File: src/rtl/prio_arbiter.sv
// prio_arbiter: registered fixed-priority or round-robin arbiter with pending register and valid/ready grant output
module prio_arbiter #(
  parameter int N = 8,
  parameter int W = $clog2(N),
  parameter int MODE = 0,
  parameter int STICKY = 1
) (
  input  logic         clk,
  input  logic         rst,
  input  logic [N-1:0] req,
  input  logic         clr,
  output logic [W-1:0] out_idx,
  output logic         out_vld,
  input  logic         out_rdy,
  output logic [N-1:0] pend,
  output logic         none
);
  logic [W-1:0] ptr;
  logic [W-1:0] sel;
  logic [N-1:0] mask;
  logic         load;
  logic         any;
  assign any  = |pend;
  assign none = ~any;
  assign load = ~out_vld | out_rdy;
  assign mask = (load && any) ? (N'(1) << sel) : '0;
  always_comb begin
    sel = '0;
    for (int i = 0; i < N; i++) if (pend[i]) sel = W'(i);
    if (MODE == 1) for (int i = 0; i < N; i++) if (pend[i] && W'(i) <= ptr) sel = W'(i);
  end
  always_ff @(posedge clk) begin
    if (rst) begin
      pend    <= '0;
      out_vld <= 1'b0;
      out_idx <= '0;
      ptr     <= W'(N - 1);
    end else if (clr) begin
      pend    <= '0;
      out_vld <= 1'b0;
    end else begin
      pend <= (STICKY != 0) ? ((pend & ~mask) | req) : req;
      if (load) begin
        out_vld <= any;
        if (any) out_idx <= sel;
        if (any && MODE == 1) ptr <= (sel == '0) ? W'(N - 1) : sel - 1'b1;
      end
    end
  end
endmodule
File: config.mk
export PLATFORM = sky130hd
export DESIGN_NAME = prio_arbiter
export DESIGN_NICKNAME = d
export VERILOG_FILES = /design/src/rtl/prio_arbiter.sv
export SDC_FILE = /design/constraint.sdc
export NUM_CORES = 1
export LEC_CHECK = 0
export ABC_CLOCK_PERIOD_IN_PS = 1700
export CAP_MARGIN = 10
export CORE_AREA = 2 2 46 48
export CTS_BUF_LIST = sky130_fd_sc_hd__clkbuf_8
export CTS_CLUSTER_DIAMETER = 80
export DETAILED_ROUTE_END_ITERATION = 7
export DIE_AREA = 0 0 48 50
export HOLD_SLACK_MARGIN = 0.06
export SLEW_MARGIN = 10
export SYNTH_ARGS = -nofsm -noshare
export SYNTH_HDL_FRONTEND = slang
export SYNTH_SLANG_ARGS = --single-unit
File: constraint.sdc
create_clock -name clk -period 1.7 [get_ports clk]
set_input_delay 0.34 -clock clk [delete_from_list [all_inputs] [get_ports clk]]
set_output_delay 0.34 -clock clk [all_outputs]
set_load 0.005 [all_outputs]
## After elaboration in Yosys (flattened, before gate mapping)

Index checks and enable logic that the tools add are counted.

| operators by class | value |
|---|---|
| bitwise operators | 7 |
| shift operators | 1 |
| reductions and logical operators | 4 |
| multiplexer cells | 8 |

Operators with widths:

| cell | count |
|---|---|
| $mux W3 | 6 |
| $and A8 B8 Y8 | 1 |
| $mux W8 | 1 |
| $not A8 Y8 | 1 |
| $or A8 B8 Y8 | 1 |
| $reduce_or A8 Y1 | 1 |
| $shl A1 B3 Y8 const A | 1 |
| $not A1 Y1 | 3 |
| $reduce_and A3 Y1 | 1 |
| $reduce_or A2 Y1 | 1 |
| $logic_and A1 B1 Y1 | 1 |
| $mux W1 | 1 |
| $or A1 B1 Y1 | 1 |

| word-level totals | value |
|---|---|
| bits of input ports | 12 |
| output and inout bits | 13 |
| bits in registers | 12 |

## Depth between registers and ports, before layout

Gate-level depths: netlist of run 1.

| depth | value |
|---|---|
| word-level depth | 12 |
| depth in mapped cells | 4 |
| gate-level depth less buffers | 4 |

## Worst setup path after synthesis of run 1

Ideal clock, no wire load.

| timing path | value |
|---|---|
| path type | register to output |
| start point | register pend[4] |
| end point | output none |
| data required time | 1.360 ns |
| path buffers | 0 |
| data arrival time | 0.976 ns |
| path slack | 0.384 ns |
| stages on the path, launching flop included | 3 |
| path through | dfxtp_1 -> nor4_4 -> and3_1 |

| on the way | value |
|---|---|
| cells in the longest elaborated chain, start to end | 2 |

RTL lines:

| item | line | RTL |
|---|---|---|
| start: declaration | 15 | `output logic [N-1:0] pend,` |
| start signal: assignment | 42 | `pend <= (STICKY != 0) ? ((pend & ~mask) \| req) : req;` |
| $reduce_or A8 Y1 | 23 | `assign any = \|pend;` |
| $not A1 Y1 | 24 | `assign none = ~any;` |
| end: declaration | 16 | `output logic none` |

Every way passes these cells.

## Final worst setup path of run 1

Ends and elaborated chain as after synthesis.

==> results.yml, run 1 <==
status:
  status: "finished, final reports clean"
cts:
  cts.path.max_buffers: 2
  numCtsBuffers: 3
  htree_levels: 1
  path_clk_slew_ns: 0.05
  cts.sink_count: 12
  cts_root_buf: "clkbuf_8"
  tritoncts: "built"
  clk_latency_ns: 0.23
  cts_hold_buf: 0
critical_path:
  crit_fanout: 2
  critPathRequiredTime_ns: 1.36
  cp.arrival_ns: 1.28
  path_class: "reg -> out"
  crit_path_start_kind: "flip-flop"
  cp-end-kind: "primary output"
  worstRegToRegCells: 5
sta:
  fin_tns_setup_ns: 0
  finalSetupViolCount: 0
  hold_viol: 0
  slew-limit-headroom_pct: 75.45
  fin_crit_sh_pct: 95.49
  finClkSkew_ns: 0.001340
  worst_pin_slew_ns: 0.3674
  fin_crit_ns: 1.623
  fmax_mhz: 616.0
  drv_slew: 0
  grt_setup_unrepaired: "no"
yosys:
  synth_nets: 76
  synth_area_leaders: "dfxtp_1 (44%), a21oi_1 (7.3%), nor2_1 (6.8%)"
  syn_inst: 64
  syn_avg_cell_area_um2: 8.563
  ys_ff_latch: 12
  synthDistinctLibCells: 23
  synth_top_cell_area_share_pct: 43.84
  ys_warn_count: 0
  syn_area_um2: 548.0
  synth_area_leader_cell: "dfxtp_1"
  yosysSeqAreaShare_pct: 43.84
cells_and_area:
  syn2layout_area_growth_pct: 70.32
  nets: 114
  diodes: 0
  final_common_cell: "clkdlybuf4s50_1"
  drive_above_1_share_pct: 17.00
  final_cell_mix: "clkdlybuf4s50_1 (23), dfxtp_1 (12), nor2_1 (10), buf_4 (10), a21oi_1 (8)"
grt:
  grt_usage_pct: 13.98
  antenna_found_initial: 0
  grt_max_degree: 7
  grt_pass1_wl_um: 2332
  overflow: 0
  grt_pass1_vias: 546
routing:
  viasPerCell: 4.732
  routedWlPerCell_um: 11.50
  route.detailed.drc: 0
  dr.first_iter.drc_count: 5
  dr.pass1.iters: 4
  antenna_left: 0
  vias: 601
  wirelength_um: 1461
placement:
  portBuffers: 24
  post-dp-hpwl_um: 1154
  routabilityCongestion: 0.8112
floorplanning:
  die_h_um: 50
  row_count: 16
  start_util_pct: 28.82
  fp.dieW_um: 48
  core_mm2: 0.001902
  ioPinCount: 25
  dieArea_mm2: 0.002400
pwr:
  power_w: 0.0007458
  worst_ir_drop_vdd_mv: 0.3732
  power_density_mw_per_mm2: 799.1
  p_leak_nw: 0.3761
flow_run:
  cap_viol_max_count: 0
hold_path:
  hold_path_depth: 2
  hold_class: "reg -> reg"
[path summary, 6_finish.rpt]
kind                                         startpoint                 endpoint  slack [ns]
worst max-delay path                 pend[4]$_SDFF_PP0_                     none        0.08
worst min-delay path            out_idx[1]$_SDFFE_PP0P_  out_idx[1]$_SDFFE_PP0P_        0.49
worst max register to register       pend[2]$_SDFF_PP0_       pend[2]$_SDFF_PP0_        0.23
worst min register to register  out_idx[1]$_SDFFE_PP0P_  out_idx[1]$_SDFFE_PP0P_        0.49
[sequential cells by signal (all words and copies together) (netlist names)]
register,flops
out_vld,1
pend,8
out_idx,3
[cell usage after synthesis]
cell / number
a211o_1: 1
a311oi_4: 1
o21ai_0: 6
nor3_1: 2
or2_2: 1
clkbuf_1: 1
nor4_4: 1
or4_1: 1
a311oi_1: 1
nand2_1: 1
inv_1: 6
and3_1: 1
o221a_2: 1
nand3_1: 2
nor4_1: 1
nor2b_1: 1
nand2b_1: 1
a21oi_1: 8
nor2_1: 10
a211oi_1: 2
dfxtp_1: 12
nor3b_1: 2
o21ai_1: 1
[repair_timing]
action,4_1_cts,5_1_grt
endpoints found under the setup margin,1,0
buffers inserted,1,0
gates resized for setup,1,0
[logic make-up after synthesis]
kind of cell           share of synthesized area, %
and+or+nand+nor                               24.89
AOI/OAI and AO/OA                             26.48
DFF                                           43.84
buffers and inverters                         4.794
[through the flow]
stage / cell area (um^2) / hold slack (ns) / worst slack, ns / instances / util [%]
after floorplan: 548.0 / 0.4121 / 0.3838 / 64 / -
after global placement: 885.9 / 0.4873 / 0.03135 / 123 / 46.58
after detailed placement: 885.9 / 0.4898 / 0.008180 / 123 / 46.58
after CTS: 933.4 / 0.4967 / 0.07763 / 127 / 49.08
after global routing: 933.4 / 0.5075 / 0.007624 / 127 / 49.08
final: 933.4 / 0.4926 / 0.07674 / 127 / 49.08
[cell type report]
cell class / count / area, um^2
clock buffers: 3 / 41.29
fillers: 185 / 968.4
inverters: 6 / 22.52
multi-input cells: 45 / 281.5
flip-flops and latches: 12 / 240.2
well taps: 27 / 33.78
repair buffers: 34 / 314.1
[where the power goes]
group / switching (W) / internal (W)
Clock: 0.0000949 / 0.000155
Sequential: 0.0000111 / 0.000300
Combinational: 0.0000751 / 0.000109
Total: 0.000181 / 0.000565
[layer usage]
metal / part of all wire, % / track usage (%)
met1: 44 / 16.63
met2: 49 / 20.67
met3: 4.0 / 3.663
met4: 2.9 / 9.910
met5: 0 / 0
[critical path: stages (launching register included)]
cell,delay (ns)
dfxtp_1,0.33
nor4_4,0.28
and3_1,0.20
dlygate4sd2_1,0.24
(Power assumes the default switching activity.)
==> run 2, diff against run 1 <==
--- a/config.mk
+++ b/config.mk
@@ -5,7 +5,7 @@
 export SDC_FILE = /design/constraint.sdc
 export NUM_CORES = 1
 export LEC_CHECK = 0
-export ABC_CLOCK_PERIOD_IN_PS = 1700
+export ABC_CLOCK_PERIOD_IN_PS = 1530
 export CAP_MARGIN = 10
 export CORE_AREA = 2 2 46 48
 export CTS_BUF_LIST = sky130_fd_sc_hd__clkbuf_8
==> constraint.sdc (replaced) <==
create_clock -name clk -period 1.53 [get_ports clk]
set_input_delay 0.306 -clock clk [delete_from_list [all_inputs] [get_ports clk]]
set_output_delay 0.306 -clock clk [all_outputs]
set_load 0.005 [all_outputs]
==> results.yml, run 2 (synthesis gave the netlist of run 1 again) <==
sta:
  fmax_mhz: 668.2
  fin_crit_sh_pct: 97.82
  setup_ws_ns: 0.03336
  slew-limit-headroom_pct: 78.96
  finalSetupViolCount: 0
  fin_crit_ns: 1.497
  holdWs_ns: 0.4966
  drv_slew: 0
  grt_setup_unrepaired: "yes"
  hold_viol: 0
  worst_pin_slew_ns: 0.3150
  finClkSkew_ns: 0.004143
floorplanning:
  ioPinCount: 25
  die_h_um: 50
  core_mm2: 0.001902
  start_util_pct: 28.82
  fp.dieW_um: 48
  dieArea_mm2: 0.002400
  row_count: 16
grt:
  grt_pass1_vias: 589
  grt_max_degree: 8
  antenna_found_initial: 0
  grt_usage_pct: 15.98
  overflow: 0
  grt_pass1_wl_um: 2635
cells_and_area:
  final_cell_mix: "clkdlybuf4s50_1 (16), buf_4 (13), nor2_1 (10)"
  final_common_cell: "clkdlybuf4s50_1"
  drive_above_1_share_pct: 29.25
  largest-register: "pend"
  syn2layout_area_growth_pct: 85.62
  top_regs: "pend (8), out_idx (3), out_vld (1)"
  diodes: 0
  largest_reg_flops: 8
  nets: 119
routing:
  dr.first_iter.drc_count: 14
  wirelength_um: 1710
  antenna_left: 0
  dr.pass1.iters: 4
  vias: 641
  route.detailed.drc: 0
  routedWlPerCell_um: 12.86
  viasPerCell: 4.820
pwr:
  power_density_mw_per_mm2: 903.2
  power_frac_comb_pct: 24.0
  worst_ir_drop_vdd_mv: 0.4409
  p_int_w: 0.0006939
  switching_share_pct: 24.47
  clock_power_share_pct: 38.1
  p_leak_nw: 0.5020
  seq_power_share_pct: 37.9
  switchingPower_w: 0.0002248
critical_path:
  critPathRequiredTime_ns: 1.22
  cp.arrival_ns: 1.19
  critical_path.slowest_cell: "clkdlybuf4s50_1"
  crit_path_start_kind: "flip-flop"
  cpPeakStageDelay_ns: 0.49
  path_class: "reg -> out"
  crit_fanout: 4
  crit_chain: "buf_4 -> clkdlybuf4s50_1"
  cp-end-kind: "primary output"
flow_run:
  cap_viol_max_count: 0
cts:
  numCtsBuffers: 3
  cts_root_buf: "clkbuf_8"
  clk_latency_ns: 0.24
  cts.path.max_buffers: 2
  cts.sink_count: 12
  tritoncts: "built"
  path_clk_slew_ns: 0.06
  htree_levels: 1
placement:
  portBuffers: 24
  routabilityCongestion: 0.7557
  dp_slack_ns: -0.09242
  post-dp-hpwl_um: 1210
status:
  status: "finished, final reports clean"
hold_path:
  hold_class: "reg -> reg"
## run 2: final cells by class
class	count	area, um^2
clock buffer	4	55.05
fill	172	884.6
inverter	6	22.52
multi-input combinational	45	286.5
sequential	12	247.7
tap	27	33.78
timing repair buffer	39	371.6
## run 2: per-stage QoR
step                util, %  instances  cell area [um^2]  power [W]  TNS (ns)
floorplan                 -         64             548.0  0.0004380         0
global placement      47.76        126             908.4  0.0005603   -0.2134
detailed placement    47.76        126             908.4  0.0005628   -0.3298
CTS                   50.99        130             969.7  0.0009118         0
global route          53.49        133              1017  0.0009685  -0.02334
finish                53.49        133              1017  0.0009187         0
## run 2: power groups by stage
stage | registers (W) | logic [W] | clock network (W)
3_3_place_gp | 0.000352 | 0.000208 | 0
5_1_grt | 0.000350 | 0.000241 | 0.000377
3_5_place_dp | 0.000353 | 0.000210 | 0
6_report | 0.000348 | 0.000220 | 0.000350
4_1_cts | 0.000347 | 0.000211 | 0.000353
2_1_floorplan | 0.000361 | 0.0000770 | 0
## run 2: worst paths after layout
path	startpoint	end	slack, ns	cells after the start
worst max-delay path	pend[1]$_SDFF_PP0_	pend[1]	0.03	2
worst min-delay path	out_idx[1]$_SDFFE_PP0P_	out_idx[1]$_SDFFE_PP0P_	0.50	2
worst max register to register	pend[1]$_SDFF_PP0_	pend[2]$_SDFF_PP0_	0.08	5
worst min register to register	out_idx[1]$_SDFFE_PP0P_	out_idx[1]$_SDFFE_PP0P_	0.50	2
## run 2: repair_timing
action / CTS / global route
resized for setup: 12 / 9
setup buffers: 0 / 3
setup endpoints to repair: 5 / 6
hold buffers: 0 / 0
pin swaps: 2 / 0
## run 2: worst max-delay path: cells and delay by family, from the launching register on
family	cells	cell delay [ns]
buffers and inverters	2	0.61
flip-flops	1	0.33
## run 2: layer usage
layer | wire, um | track usage [%]
met4 | 51 | 10.81
met1 | 723 | 20.09
met5 | 0 | 0
met2 | 869 | 23.33
met3 | 66 | 3.297
